File: src/rtl/ahf_dm_writeback_v.sv
// ahf_dm_writeback_v: data-cache write-back engine; copies one 16-word cache block into DM RAM.
// Optional AHF_WB_SKIPCLEAN_EN: only words flagged in word_dirty are written, timing unchanged.
module ahf_dm_writeback_v #(
    parameter int WORD_W   = 14,
    parameter int BLK_BITS = 3,
    parameter int TAG_W    = 6
) (
    input  logic                  Clk0,
    input  logic                  Resetn,
    input  logic                  evict_req,
    input  logic [BLK_BITS-1:0]   evict_blk,
    input  logic [TAG_W-1:0]      evict_tag,
    input  logic [15:0]           word_dirty,
    output logic [BLK_BITS+3:0]   cache_addr,
    output logic                  cache_rd,
    input  logic [WORD_W-1:0]     cache_data,
    output logic [TAG_W+3:0]      dm_addr,
    output logic [WORD_W-1:0]     dm_data,
    output logic                  dm_wren,
    output logic                  busy,
    output logic                  evict_ack
);

    typedef enum logic [1:0] {
        IDLE  = 2'd0,
        READ  = 2'd1,
        DRAIN = 2'd2,
        ACK   = 2'd3
    } state_t;

    state_t                state_reg, state_next;
    logic [4:0]            rd_cnt_reg, rd_cnt_next;
    logic [4:0]            wr_cnt_reg, wr_cnt_next;
    logic [BLK_BITS-1:0]   blk_reg, blk_next;
    logic [TAG_W-1:0]      tag_reg, tag_next;
    logic [15:0]           dirty_reg, dirty_next;
    logic                  data_valid_reg, data_valid_next;
    logic [BLK_BITS+3:0]   cache_addr_reg, cache_addr_next;
    logic                  cache_rd_reg, cache_rd_next;
    logic [TAG_W+3:0]      dm_addr_reg, dm_addr_next;
    logic [WORD_W-1:0]     dm_data_reg, dm_data_next;
    logic                  dm_wren_reg, dm_wren_next;
    logic                  busy_reg, busy_next;
    logic                  evict_ack_reg, evict_ack_next;
    logic                  slot_wren;

`ifdef AHF_WB_SKIPCLEAN_EN
    assign slot_wren = dirty_reg[wr_cnt_reg[3:0]];
`else
    logic unused_dirty;
    assign slot_wren    = 1'b1;
    assign unused_dirty = ^{dirty_reg, word_dirty};
`endif

    always_comb begin
        state_next      = state_reg;
        rd_cnt_next     = rd_cnt_reg;
        wr_cnt_next     = wr_cnt_reg;
        blk_next        = blk_reg;
        tag_next        = tag_reg;
        dirty_next      = dirty_reg;
        data_valid_next = cache_rd_reg;
        cache_addr_next = cache_addr_reg;
        cache_rd_next   = 1'b0;
        dm_addr_next    = dm_addr_reg;
        dm_data_next    = dm_data_reg;
        dm_wren_next    = 1'b0;
        busy_next       = busy_reg;
        evict_ack_next  = 1'b0;

        // cache_data now holds the word whose read strobe was registered one edge ago
        if (data_valid_reg) begin
            dm_addr_next = {tag_reg, wr_cnt_reg[3:0]};
            dm_data_next = cache_data;
            dm_wren_next = slot_wren;
            wr_cnt_next  = wr_cnt_reg + 5'd1;
        end

        case (state_reg)
            IDLE: begin
                if (evict_req) begin
                    blk_next        = evict_blk;
                    tag_next        = evict_tag;
                    dirty_next      = word_dirty;
                    busy_next       = 1'b1;
                    cache_addr_next = {evict_blk, 4'd0};
                    cache_rd_next   = 1'b1;
                    rd_cnt_next     = 5'd1;
                    wr_cnt_next     = 5'd0;
                    state_next      = READ;
                end
            end
            READ: begin
                cache_addr_next = {blk_reg, rd_cnt_reg[3:0]};
                cache_rd_next   = 1'b1;
                rd_cnt_next     = rd_cnt_reg + 5'd1;
                if (rd_cnt_reg == 5'd15) begin
                    state_next = DRAIN;
                end
            end
            DRAIN: begin
                if (data_valid_reg && wr_cnt_reg == 5'd15) begin
                    state_next = ACK;
                end
            end
            ACK: begin
                busy_next      = 1'b0;
                evict_ack_next = 1'b1;
                state_next     = IDLE;
            end
            default: begin
                state_next = IDLE;
            end
        endcase
    end

    always_ff @(posedge Clk0) begin
        if (!Resetn) begin
            state_reg      <= IDLE;
            rd_cnt_reg     <= 5'd0;
            wr_cnt_reg     <= 5'd0;
            blk_reg        <= '0;
            tag_reg        <= '0;
            dirty_reg      <= '0;
            data_valid_reg <= 1'b0;
            cache_addr_reg <= '0;
            cache_rd_reg   <= 1'b0;
            dm_addr_reg    <= '0;
            dm_data_reg    <= '0;
            dm_wren_reg    <= 1'b0;
            busy_reg       <= 1'b0;
            evict_ack_reg  <= 1'b0;
        end else begin
            state_reg      <= state_next;
            rd_cnt_reg     <= rd_cnt_next;
            wr_cnt_reg     <= wr_cnt_next;
            blk_reg        <= blk_next;
            tag_reg        <= tag_next;
            dirty_reg      <= dirty_next;
            data_valid_reg <= data_valid_next;
            cache_addr_reg <= cache_addr_next;
            cache_rd_reg   <= cache_rd_next;
            dm_addr_reg    <= dm_addr_next;
            dm_data_reg    <= dm_data_next;
            dm_wren_reg    <= dm_wren_next;
            busy_reg       <= busy_next;
            evict_ack_reg  <= evict_ack_next;
        end
    end

    assign cache_addr = cache_addr_reg;
    assign cache_rd   = cache_rd_reg;
    assign dm_addr    = dm_addr_reg;
    assign dm_data    = dm_data_reg;
    assign dm_wren    = dm_wren_reg;
    assign busy       = busy_reg;
    assign evict_ack  = evict_ack_reg;

endmodule

File: config.mk
export PLATFORM = sky130hd
export DESIGN_NAME = ahf_dm_writeback_v
export DESIGN_NICKNAME = d
export VERILOG_FILES = /design/src/rtl/ahf_dm_writeback_v.sv
export SDC_FILE = /design/constraint.sdc
export NUM_CORES = 1
export LEC_CHECK = 0
export ABC_AREA = 1
export CAP_MARGIN = 40
export CORE_UTILIZATION = 29
export CTS_CLUSTER_DIAMETER = 50
export DETAILED_ROUTE_END_ITERATION = 10
export HOLD_SLACK_MARGIN = 0.06
export PLACE_DENSITY = 0.55
export SETUP_SLACK_MARGIN = 0.15
export SLEW_MARGIN = 20
export SYNTH_ARGS = -nofsm -noshare
export SYNTH_HDL_FRONTEND = slang
export SYNTH_SLANG_ARGS = --single-unit
File: constraint.sdc
create_clock -name Clk0 -period 2.4 [get_ports Clk0]
set_input_delay 0.72 -clock Clk0 [delete_from_list [all_inputs] [get_ports Clk0]]
set_output_delay 0.72 -clock Clk0 [all_outputs]
set_load 0.1 [all_outputs]
======== Word-level counts from Yosys, hierarchy flattened ========
Index checks and enable logic that the tools add are counted.
word-level totals
  flip-flop bits (word level) ............. 57
  input bits .............................. 42
  output and inout port bits .............. 35
  logic and storage cells ................. 48
operators by class
  add/subtract/negate cells ............... 2
  equality and inequality tests ........... 8
  muxes and demuxes ....................... 17
  reduce and logical (&&, ||, !) cells .... 8
operators by type and width
  cell                   count
  $mux W5                4
  $pmux W7 S2            1
  $add A5 B1 Y5 const B  2
  $eq A5 B4 Y1 const B   2
  $pmux W5 S2            1
  $pmux W2 S4            1
  $mux W7                1
  $mux W2                3
  $ne A2 B2 Y1 const B   3
  $reduce_and A2 Y1      3
  $eq A2 B2 Y1 const B   2
  $mux W1                4
  $pmux W1 S2            2
  $reduce_bool A2 Y1     2
  $reduce_and A3 Y1      1
  $eq A2 B1 Y1 const B   1
  $logic_not A2 Y1       1
  $logic_and A1 B1 Y1    1

======== Longest topological paths before layout ========
  word-level depth ........................ 4
  gate-level depth with buffers ........... 10
  gate-level depth less buffers ........... 10

======== Least setup slack after synthesis ========
OpenSTA, ideal clock, no wires.
  path type ............................... flip-flop to output port
  start point ............................. reg cache_addr_reg[0] (netlist: cache_addr[0])
  end point ............................... out cache_addr[0]
  data arrival time ....................... 0.925 ns
  required time ........................... 1.680 ns
  slack ................................... 0.755 ns
  stages on the path, launching flop included .. 1
  buffers on the path ..................... 0
  cells stage by stage .................... dfxtp_1
RTL lines
  item                      line  RTL
  start: declaration        38    logic [BLK_BITS+3:0] cache_addr_reg, cache_addr_next;
  start signal: assignment  141   cache_addr_reg <= cache_addr_next;
  end: declaration          14    output logic [BLK_BITS+3:0] cache_addr,
No word-level cell between the ends.

======== Final worst setup path ========
  start point ............................. in evict_req
  end point ............................... reg rd_cnt_reg[2]
between the ends
  cells in the longest elaborated chain, start to end .. 2
ends and longest elaborated chain
  item                         line  RTL
  start: declaration           10    input logic evict_req,
  $ne A2 B2 Y1 (no line)       --
  $reduce_and A2 Y1 (no line)  --
  end signal: assignment       135   rd_cnt_reg <= rd_cnt_next;
  end: declaration             32    logic [4:0] rd_cnt_reg, rd_cnt_next;
Every way passes these cells.
A chain may end at the register's enable or synchronous reset.

==> reports/qor.yml <==
area.growth.synth_to_final_pct: 35.0
status: "completed"
clock_latency_ns: 0.34
seq_area_frac_synth: 0.519
antenna_cells: 0
cp_num_buf_inv: 1
synthesis.area_um2: 2200
post-place-ws_ns: 0.316
fmax_ghz: 0.576
drv_cap: 0
setup_viol: 0
nets: 400
power_density_nw_per_um2: 1100
fillers: 797
die_y_um: 89.1
clk_pin_slew_ns: 0.07
grt_pass1_wl_mm: 8.03
firstDrtPassIters: 4
finalHoldViolCount: 0
synth.avg_cell_area_um2: 7.66
min_path_type: "flop to flop"
vias: 1939
critPathArrivalTime_ns: 1.97
io_buffers: 60
holdBufCountCts: 0
min_period_ns: 1.74
required_ns: 2.63
cp-start-kind: "primary input"
drcViolationCount: 0
post-route-period-util: 0.723
final_cell_mix: "nor2_1 (62), dfxtp_1 (57), nand2_1 (53)"
fin_util: 0.407
grt_overflow: 0
grt_max_degree: 27
cp_max_fo: 13
slowest_delay_ns: 0.51
crit_path_cell_trace: "clkdlybuf4s50_1 -> nand2_2 -> nand2_2 -> o21ai_0 -> o21ai_1 -> nor2_1"
antenna_found_initial: 0
wl_per_cell_um: 10.8
cts.sinks: 57
cts_tree: "yes"
core_um2: 7290
grt_util_all_layers: 0.136
timing.critical_path.mode_cell: "nand2_2"
crit_family: "buffers and inverters"
worst_slack_ns: 0.664
clockBufferDepth: 2
cts_buffers: 9
grt_pass1_vias: 1835
finClkSkew_ns: 0.0110
ys.warnings.count: 0
rows: 31
max-slew-margin-rel: 0.617
crit_slowest_cell: "clkdlybuf4s50_1"
synth-seq-cells: 57
rsz0062_at_grt: "false"
cts_setup_buffers: 0
synth_cell_types: 21
routed_wl_mm: 4.88
finalMaxSlewViolations: 0
drt_iter0_drc: 80
drive_gt1_frac: 0.178
final_common_cell: "nor2_1"
dp_hpwl_mm: 3.39
ios: 77
start_util: 0.302
tns_ns: 0
synthCells: 287
vias_per_cell: 4.28
tightest_slew_ns: 0.574
die_x_um: 89.1
largest_reg_flops: 14
peakVddDrop_mv: 0.502
criticalPathCategory: "primary input to flop"
cts_max_level: 3
p_leak_nw: 1.32
cts_root_buffer: "clkbuf_8"
synth_nets: 337
endpoint_kind: "flop"
place_congestion: 0.784
ant_nets: 0
ctsResizeCount: 0
die-area_um2: 7940
per-stage QoR:
step	instance area, um2	std cells	total power, mW	hold slack, ns
6_report	2970	453	3.27	0.438
5_1_grt	2970	453	3.49	0.455
4_1_cts	2970	453	3.32	0.447
3_5_place_dp	2810	438	2.57	0.449
3_3_place_gp	2810	438	2.56	0.448
2_1_floorplan	2200	287	2.26	0.439
Yosys cell counts:
library cell,number,area share
or2_2,1,0.0028
nand2_1,53,0.090
clkbuf_1,4,0.0068
nand4_1,2,0.0057
buf_4,1,0.0034
nor3b_1,1,0.0034
o21ai_0,35,0.080
nor2_1,62,0.11
inv_1,20,0.034
dfxtp_1,57,0.52
a21oi_2,1,0.0040
nand2_2,2,0.0057
ha_1,8,0.046
a211oi_1,1,0.0034
o21ai_1,1,0.0023
inv_4,1,0.0028
buf_2,7,0.016
inv_2,3,0.0051
a21oi_1,22,0.050
nand3_1,4,0.0091
nand2_4,1,0.0051
layer usage:
layer / part of all wire / track usage / vias up
met5: 0 / 0 / -
met4: 0.011 / 0.0476 / 0
met3: 0.076 / 0.0693 / 6
met2: 0.45 / 0.224 / 55
met1: 0.46 / 0.151 / 841
li1: - / - / 1037
power by group:
| group | internal (mW) | switching, mW | total (mW) |
|---|---|---|---|
| Sequential | 1.09 | 0.0912 | 1.18 |
| Combinational | 0.317 | 1.03 | 1.35 |
| Clock | 0.361 | 0.380 | 0.741 |
worst paths after layout:
kind                        from             end  slack [ns]  cells after the start
setup / recovery       evict_req   rd_cnt_reg[2]        0.66                      6
setup reg to reg  data_valid_reg   wr_cnt_reg[4]        0.80                      3
hold reg to reg         cache_rd  data_valid_reg        0.44                      2
hold / removal          cache_rd  data_valid_reg        0.44                      2
logic make-up after synthesis:
logic type      count (synthesis)  synth area share
fa+ha+maj                       8            0.0455
compound gates                 60             0.139
simple gates                  126             0.228
buf+inv                        36            0.0683
flops                          57             0.519
cell type report:
class	instances	area, um2	share of cell area
clock buffers	9	124	0.0417
clock inverters	6	36.3	0.0122
inverters	24	92.6	0.0312
multi-input cells	194	908	0.306
flip-flops and latches	57	1140	0.384
well taps	99	124	0.0417
repair buffers	64	543	0.183
worst min-delay path, cell delays in order, from the launching register on:
cell	delay [ns]
dfxtp_1	0.32
nand2_1	0.06
inv_1	0.03
(Power assumes the default switching activity.)
